<file path="src/rtl/seg_disp_pkg.sv">
// Shared constants, converter states and segment helpers for seg_display_ctrl.
// No ports; imported by bcd_seq_conv and seg_display_ctrl.
package seg_disp_pkg;

    localparam logic [2:0] OP_LED = 3'b000;
    localparam logic [2:0] OP_CYC = 3'b001;
    localparam logic [2:0] OP_UNC = 3'b011;
    localparam logic [2:0] OP_CND = 3'b111;
    localparam logic [2:0] OP_BUB = 3'b100;
    localparam logic [2:0] OP_RAM = 3'b010;

    localparam logic [31:0] BCD_MAX = 32'd99_999_999;
    localparam logic [31:0] BCD_SAT = 32'h9999_9999;

    localparam logic [7:0] SEG_BLANK = 8'b1111_1111;

    typedef enum logic [1:0] {
        IDLE,
        LOAD,
        SHIFT,
        COMMIT
    } conv_state_e;

    // Active-low pattern, DP (bit 7) always off.
    function automatic logic [7:0] seg_pattern(input logic [3:0] nib);
        logic [7:0] p;
        unique case (nib)
            4'h0: p = 8'b1100_0000;
            4'h1: p = 8'b1111_1001;
            4'h2: p = 8'b1010_0100;
            4'h3: p = 8'b1011_0000;
            4'h4: p = 8'b1001_1001;
            4'h5: p = 8'b1001_0010;
            4'h6: p = 8'b1000_0010;
            4'h7: p = 8'b1111_1000;
            4'h8: p = 8'b1000_0000;
            4'h9: p = 8'b1001_0000;
            4'hA: p = 8'b1000_1000;
            4'hB: p = 8'b1000_0011;
            4'hC: p = 8'b1100_0110;
            4'hD: p = 8'b1010_0001;
            4'hE: p = 8'b1000_0110;
            default: p = 8'b1000_1110;
        endcase
        return p;
    endfunction

    // Double-dabble correction: +3 on every nibble >= 5.
    function automatic logic [31:0] bcd_adjust(input logic [31:0] bcd);
        logic [31:0] r;
        logic [3:0]  nib;
        r = bcd;
        for (int i = 0; i < 8; i++) begin
            nib = bcd[4*i +: 4];
            if (nib >= 4'd5) begin
                nib = nib + 4'd3;
            end
            r[4*i +: 4] = nib;
        end
        return r;
    endfunction

    // Index of the most-significant nonzero nibble; 0 when all zero.
    function automatic logic [2:0] msd_index(input logic [31:0] v);
        logic [2:0] idx;
        idx = 3'd0;
        for (int i = 0; i < 8; i++) begin
            if (v[4*i +: 4] != 4'h0) begin
                idx = 3'(i);
            end
        end
        return idx;
    endfunction

endpackage

</file>
<file path="src/rtl/bcd_seq_conv.sv">
// Sequential 32-bit binary to 8-digit BCD converter (double dabble), saturating.
// Ports: clk, rst, start_i, value_i[31:0] -> busy_o, done_o, result_o[31:0].
module bcd_seq_conv
    import seg_disp_pkg::*;
(
    input  logic        clk,
    input  logic        rst,
    input  logic        start_i,
    input  logic [31:0] value_i,
    output logic        busy_o,
    output logic        done_o,
    output logic [31:0] result_o
);

    conv_state_e state_q, state_d;
    logic [31:0] bin_q;
    logic [31:0] bcd_q;
    logic [4:0]  cnt_q;
    logic        sat_q;
    logic [31:0] adj;

    assign adj = bcd_adjust(bcd_q);

    always_comb begin
        state_d = state_q;
        unique case (state_q)
            IDLE:    if (start_i) state_d = LOAD;
            LOAD:    state_d = SHIFT;
            SHIFT:   if (cnt_q == 5'd0) state_d = COMMIT;
            COMMIT:  state_d = IDLE;
            default: state_d = IDLE;
        endcase
    end

    always_ff @(posedge clk) begin
        if (rst) begin
            state_q <= IDLE;
            bin_q   <= '0;
            bcd_q   <= '0;
            cnt_q   <= '0;
            sat_q   <= 1'b0;
        end else begin
            state_q <= state_d;
            unique case (state_q)
                IDLE: begin
                    if (start_i) begin
                        bin_q <= value_i;
                    end
                end
                LOAD: begin
                    bcd_q <= '0;
                    cnt_q <= 5'd31;
                    sat_q <= (bin_q > BCD_MAX);
                end
                SHIFT: begin
                    bcd_q <= {adj[30:0], bin_q[31]};
                    bin_q <= {bin_q[30:0], 1'b0};
                    cnt_q <= cnt_q - 5'd1;
                end
                default: ;
            endcase
        end
    end

    assign busy_o   = (state_q != IDLE);
    assign done_o   = (state_q == COMMIT);
    assign result_o = sat_q ? BCD_SAT : bcd_q;

endmodule

</file>
<file path="src/rtl/seg_display_ctrl.sv">
// 8-digit seven-segment controller: frame snapshot, BCD conversion, scan/decode.
// Ports: clk, rst, led_cpu_enable, display_op[2:0], six 32-bit sources -> SEG, AN, busy.
// Option: define LEADING_ZERO_BLANK_EN to blank digits above the leading nonzero one.
module seg_display_ctrl
    import seg_disp_pkg::*;
#(
    parameter int unsigned SCAN_DIV = 100_000
) (
    input  logic        clk,
    input  logic        rst,
    input  logic        led_cpu_enable,
    input  logic [2:0]  display_op,
    input  logic [31:0] led_data_in,
    input  logic [31:0] total_cycles,
    input  logic [31:0] uncondi_branch_num,
    input  logic [31:0] condi_branch_num,
    input  logic [31:0] bubble_num,
    input  logic [31:0] ram_display_data_out,
    output logic [7:0]  SEG,
    output logic [7:0]  AN,
    output logic        busy
);

    localparam int unsigned PW = $clog2(SCAN_DIV);
    localparam logic [PW-1:0] PRESC_MAX = PW'(SCAN_DIV - 1);

    logic [PW-1:0] presc_q, presc_d;
    logic [2:0]    digit_q, digit_d;
    logic [31:0]   disp_q, disp_d;
    logic [7:0]    seg_q, seg_d;
    logic [7:0]    an_q, an_d;

    logic          wrap;
    logic          frame_end;
    logic          snap;
    logic [31:0]   src_val;
    logic          src_dec;
    logic          src_wr;
    logic          conv_busy;
    logic          conv_done;
    logic [31:0]   conv_res;
    logic [3:0]    nib;

    assign wrap      = (presc_q == PRESC_MAX);
    assign frame_end = wrap && (digit_q == 3'd7);
    // A frame end during a conversion is dropped, not queued.
    assign snap      = frame_end && !conv_busy;

    always_comb begin
        src_val = '0;
        src_dec = 1'b0;
        src_wr  = 1'b0;
        unique case (display_op)
            OP_LED: begin
                src_val = led_data_in;
                src_wr  = led_cpu_enable;
            end
            OP_CYC: begin
                src_val = total_cycles;
                src_dec = 1'b1;
            end
            OP_UNC: begin
                src_val = uncondi_branch_num;
                src_dec = 1'b1;
            end
            OP_CND: begin
                src_val = condi_branch_num;
                src_dec = 1'b1;
            end
            OP_BUB: begin
                src_val = bubble_num;
                src_dec = 1'b1;
            end
            OP_RAM: begin
                src_val = ram_display_data_out;
                src_wr  = 1'b1;
            end
            default: begin
                src_val = '0;
                src_wr  = 1'b1;
            end
        endcase
    end

    bcd_seq_conv u_conv (
        .clk      (clk),
        .rst      (rst),
        .start_i  (snap && src_dec),
        .value_i  (src_val),
        .busy_o   (conv_busy),
        .done_o   (conv_done),
        .result_o (conv_res)
    );

    always_comb begin
        presc_d = wrap ? '0 : presc_q + 1'b1;
        digit_d = wrap ? digit_q + 3'd1 : digit_q;

        disp_d = disp_q;
        if (conv_done) begin
            disp_d = conv_res;
        end else if (snap && src_wr) begin
            disp_d = src_val;
        end

        nib   = disp_q[{digit_q, 2'b00} +: 4];
        seg_d = seg_pattern(nib);
`ifdef LEADING_ZERO_BLANK_EN
        if (digit_q > msd_index(disp_q)) begin
            seg_d = SEG_BLANK;
        end
`endif
        an_d = ~(8'b0000_0001 << digit_q);
    end

    always_ff @(posedge clk) begin
        if (rst) begin
            presc_q <= '0;
            digit_q <= '0;
            disp_q  <= '0;
            seg_q   <= 8'b1100_0000;
            an_q    <= 8'b1111_1110;
        end else begin
            presc_q <= presc_d;
            digit_q <= digit_d;
            disp_q  <= disp_d;
            seg_q   <= seg_d;
            an_q    <= an_d;
        end
    end

    assign SEG  = seg_q;
    assign AN   = an_q;
    assign busy = conv_busy;

endmodule

</file>
<file path="config.mk">
export PLATFORM = sky130hd
export DESIGN_NAME = seg_display_ctrl
export DESIGN_NICKNAME = d
export VERILOG_FILES = /design/src/rtl/seg_disp_pkg.sv /design/src/rtl/bcd_seq_conv.sv /design/src/rtl/seg_display_ctrl.sv
export SDC_FILE = /design/constraint.sdc
export NUM_CORES = 1
export LEC_CHECK = 0
export CORE_AREA = 4 4 131 133
export CTS_CLUSTER_DIAMETER = 50
export CTS_CLUSTER_SIZE = 14
export DETAILED_ROUTE_END_ITERATION = 8
export DIE_AREA = 0 0 135 137
export GPL_ROUTABILITY_DRIVEN = 1
export PLACE_DENSITY = 0.95
export REMOVE_ABC_BUFFERS = 1
export SLEW_MARGIN = 40
export SYNTH_ARGS = -nofsm -noshare
export SYNTH_HDL_FRONTEND = slang
export SYNTH_SLANG_ARGS = --single-unit
export TNS_END_PERCENT = 50
</file>
<file path="constraint.sdc">
create_clock -name clk -period 5.52 [get_ports clk]
set_input_delay 1.104 -clock clk [delete_from_list [all_inputs] [get_ports clk]]
set_output_delay 1.104 -clock clk [all_outputs]
set_load 0.05 [all_outputs]
</file>
==> impl_metrics.ini <==
[clocking]
cts.path.max_buffers = 2
cts_setup_buffers = 0
clk_pin_slew_ns = 0.06
root_buffer = clkbuf_16
numCtsBuffers = 17
hold_buffers = 0
clkLatencyLatePin_ns = 0.43
clock_sinks = 139
post_cts_resized = 0
cts_tree = built
htree_num_levels = 4

[synthesis]
async_flop_share_pct = 0
syn_inst = 998
yosysSeqAreaShare_pct = 32.6
ys_types = 65
synth-edff-count = 0
synthFlopType = dfxtp_1
yosys_warnings = 0
ys_seq_elements = 139
synthesis.area_sq_mm = 0.00855
synth_area_per_cell_sq_um = 8.56

[pwr]
p_sw_mw = 0.707
power_frac_clock_pct = 42.6
max-vdd-ir-drop_mv = 0.195
p_leak_nw = 4.15
pwr-share-comb_pct = 18.2
p_per_area_mw_per_mm2 = 234
power_frac_seq_pct = 39.2
power.internal_mw = 1.95
power_mw = 2.65
p_sw_share_pct = 26.7

[route]
drcViolationCount = 0
vias_per_cell = 6.42
drtIter0Drc = 1380
wire_per_inst_microns = 21.0
dr.pass1.iters = 8
totalWireLength_mm = 29.2
dr_total_vias = 8950
detail-route-antenna-nets = 0

[cells_and_area]
drive_gt1_share_pct = 10.2
antenna_cells = 0
area_delta_synth_final_pct = 32.7
fin_nets = 1397
fill_cells = 1030
layout_commonest_cell = clkdlybuf4s50_1
most-common-layout-cells = clkdlybuf4s50_1, dfxtp_1, nor2_1
fin_cells = 1393

[sta]
relSlewSlack_pct = 44.7
tightest_slew_ns = 0.828
setup_viol_count_final = 0
min_period_over_period_pct = 60.9
drv_slew = 0
max_freq_mhz = 298
fin_crit_ns = 3.36
tns_ns = 0
finClkSkew_ns = 0.00945
finalHoldViolCount = 0
rsz0062_at_grt = false

[critical_path]
critical_path.endpoint_type = register
rr_endpoint = u_conv.bin_q[24]
worstRegToRegCells = 7
crit_fanout = 29
arrival_ns = 3.70
crit_type = in -> reg
cp-startpoint = display_op[2]
critPathRequiredTime_ns = 5.86
reg2reg_from = u_conv.state_q[0]
endpoint = disp_q[0]
start_kind = primary input
r2r_slack_ns = 2.71

[floorplan]
core_area_sq_mm = 0.0158
die_width_microns = 135
num_rows = 46
dieArea_sq_mm = 0.0185
io-pin-count = 215
start_util_pct = 54.0
die_height_microns = 137

[place]
post-place-cells = 1361
gp_congestion = 0.910
port_buffers = 213
dpl.hpwl_mm = 20.4

[status]
status = finished, final reports clean

[global_routing]
grt_pass1_wl_mm = 45.9
first_global_vias = 8814
grt_max_degree = 93
grt_antenna_before_repair = 0
grt-ovfl-total = 0
track_usage_pct = 31.4

[min_path]
whs_path_depth = 2
min_from = u_conv.bin_q[0]
hold_path.class = reg -> reg

[run]
cap_violations = 0
[layer usage]
layer	track usage (%)	share of wire, %	up-vias
met5	0	0	-
met1	37.2	36	4175
met2	54.8	49	643
met4	11.1	4.3	0
li1	-	-	4000
met3	8.46	11	132
[layout make-up]
cell class | instances | area, sq um | share of cell area (%)
timing repair buffer | 225 | 2220 | 19.6
sequential | 139 | 2780 | 24.5
clock buffer | 20 | 457 | 4.03
clock inverter | 12 | 123 | 1.08
tap | 216 | 270 | 2.38
inverter | 33 | 124 | 1.09
multi-input combinational | 748 | 5360 | 47.3
[per-stage QoR]
stage	hold slack (ns)	area (sq um)	setup slack, ns	utilization, %
2_1_floorplan	0.421	8220	2.17	-
3_3_place_gp	0.434	10700	1.83	67.5
3_5_place_dp	0.445	10700	1.81	67.9
4_1_cts	0.464	11300	2.25	71.6
5_1_grt	0.491	11300	2.00	71.6
6_report	0.467	11300	2.16	71.6
[flip-flops by register name (all words and copies together) (netlist names)]
signal	flops
AN	8
digit_q	3
u_conv.state_q	2
SEG	7
presc_q	17
u_conv.bcd_q	32
u_conv.sat_q	1
u_conv.bin_q	32
u_conv.cnt_q	5
disp_q	32
[worst min-delay path by stage]
stage,end
detailed placement,u_conv.bin_q[7]
floorplan,u_conv.bin_q[0]
global route,u_conv.bin_q[0]
CTS,u_conv.bin_q[0]
global placement,u_conv.bin_q[4]
finish,u_conv.bin_q[0]
[power by group through the flow]
stage          clock network [mW]  logic [mW]  registers, mW
2_1_floorplan                   0       0.211           1.06
3_3_place_gp                    0       0.453           1.06
3_5_place_dp                    0       0.467           1.06
4_1_cts                      1.13       0.473           1.04
5_1_grt                      1.17       0.512           1.04
6_report                     1.13       0.484           1.04
[Yosys cell counts (10+ instances only)]
master	instances	area, sq um
o31ai_1	12	90.1
mux4_2	19	428
ha_1	35	438
o21ai_0	31	155
clkbuf_1	50	188
nand3_1	28	140
nand2_1	77	289
nand2b_1	28	175
mux2i_1	26	260
nand3b_1	10	75.1
mux2_2	27	304
buf_2	19	95.1
a32oi_1	31	272
a221oi_1	16	140
dfxtp_1	139	2780
and2_1	19	119
xor2_1	10	87.6
nor3_1	29	145
a21oi_1	45	225
o211ai_1	18	135
a22oi_1	30	225
nor2_1	129	484
inv_1	31	116
a211oi_1	27	203
xnor2_1	20	175
[logic make-up (layout without fill, tap and decap cells)]
logic type / Yosys count / count (layout) / share of synthesized area, %
XOR/XNOR: 30 / 30 / 3.07
other: 1 / 1 / 0.0439
adder cells (fa/ha/maj): 35 / 35 / 5.12
AO/OA/AOI/OAI: 256 / 256 / 22.0
AND/OR/NAND/NOR: 353 / 353 / 20.1
buffers and inverters: 111 / 290 / 5.29
multiplexers: 73 / 73 / 11.8
flip-flops: 139 / 139 / 32.6
[critical path, stage by stage]
cell      delay [ns]
buf_2           0.29
buf_4           0.42
inv_1           0.07
buf_4           0.24
a211oi_1        0.45
nor4_4          0.15
buf_4           0.21
or4b_2          0.62
o211ai_1        0.12
No activity file was read; power rests on OpenSTA's default activity.
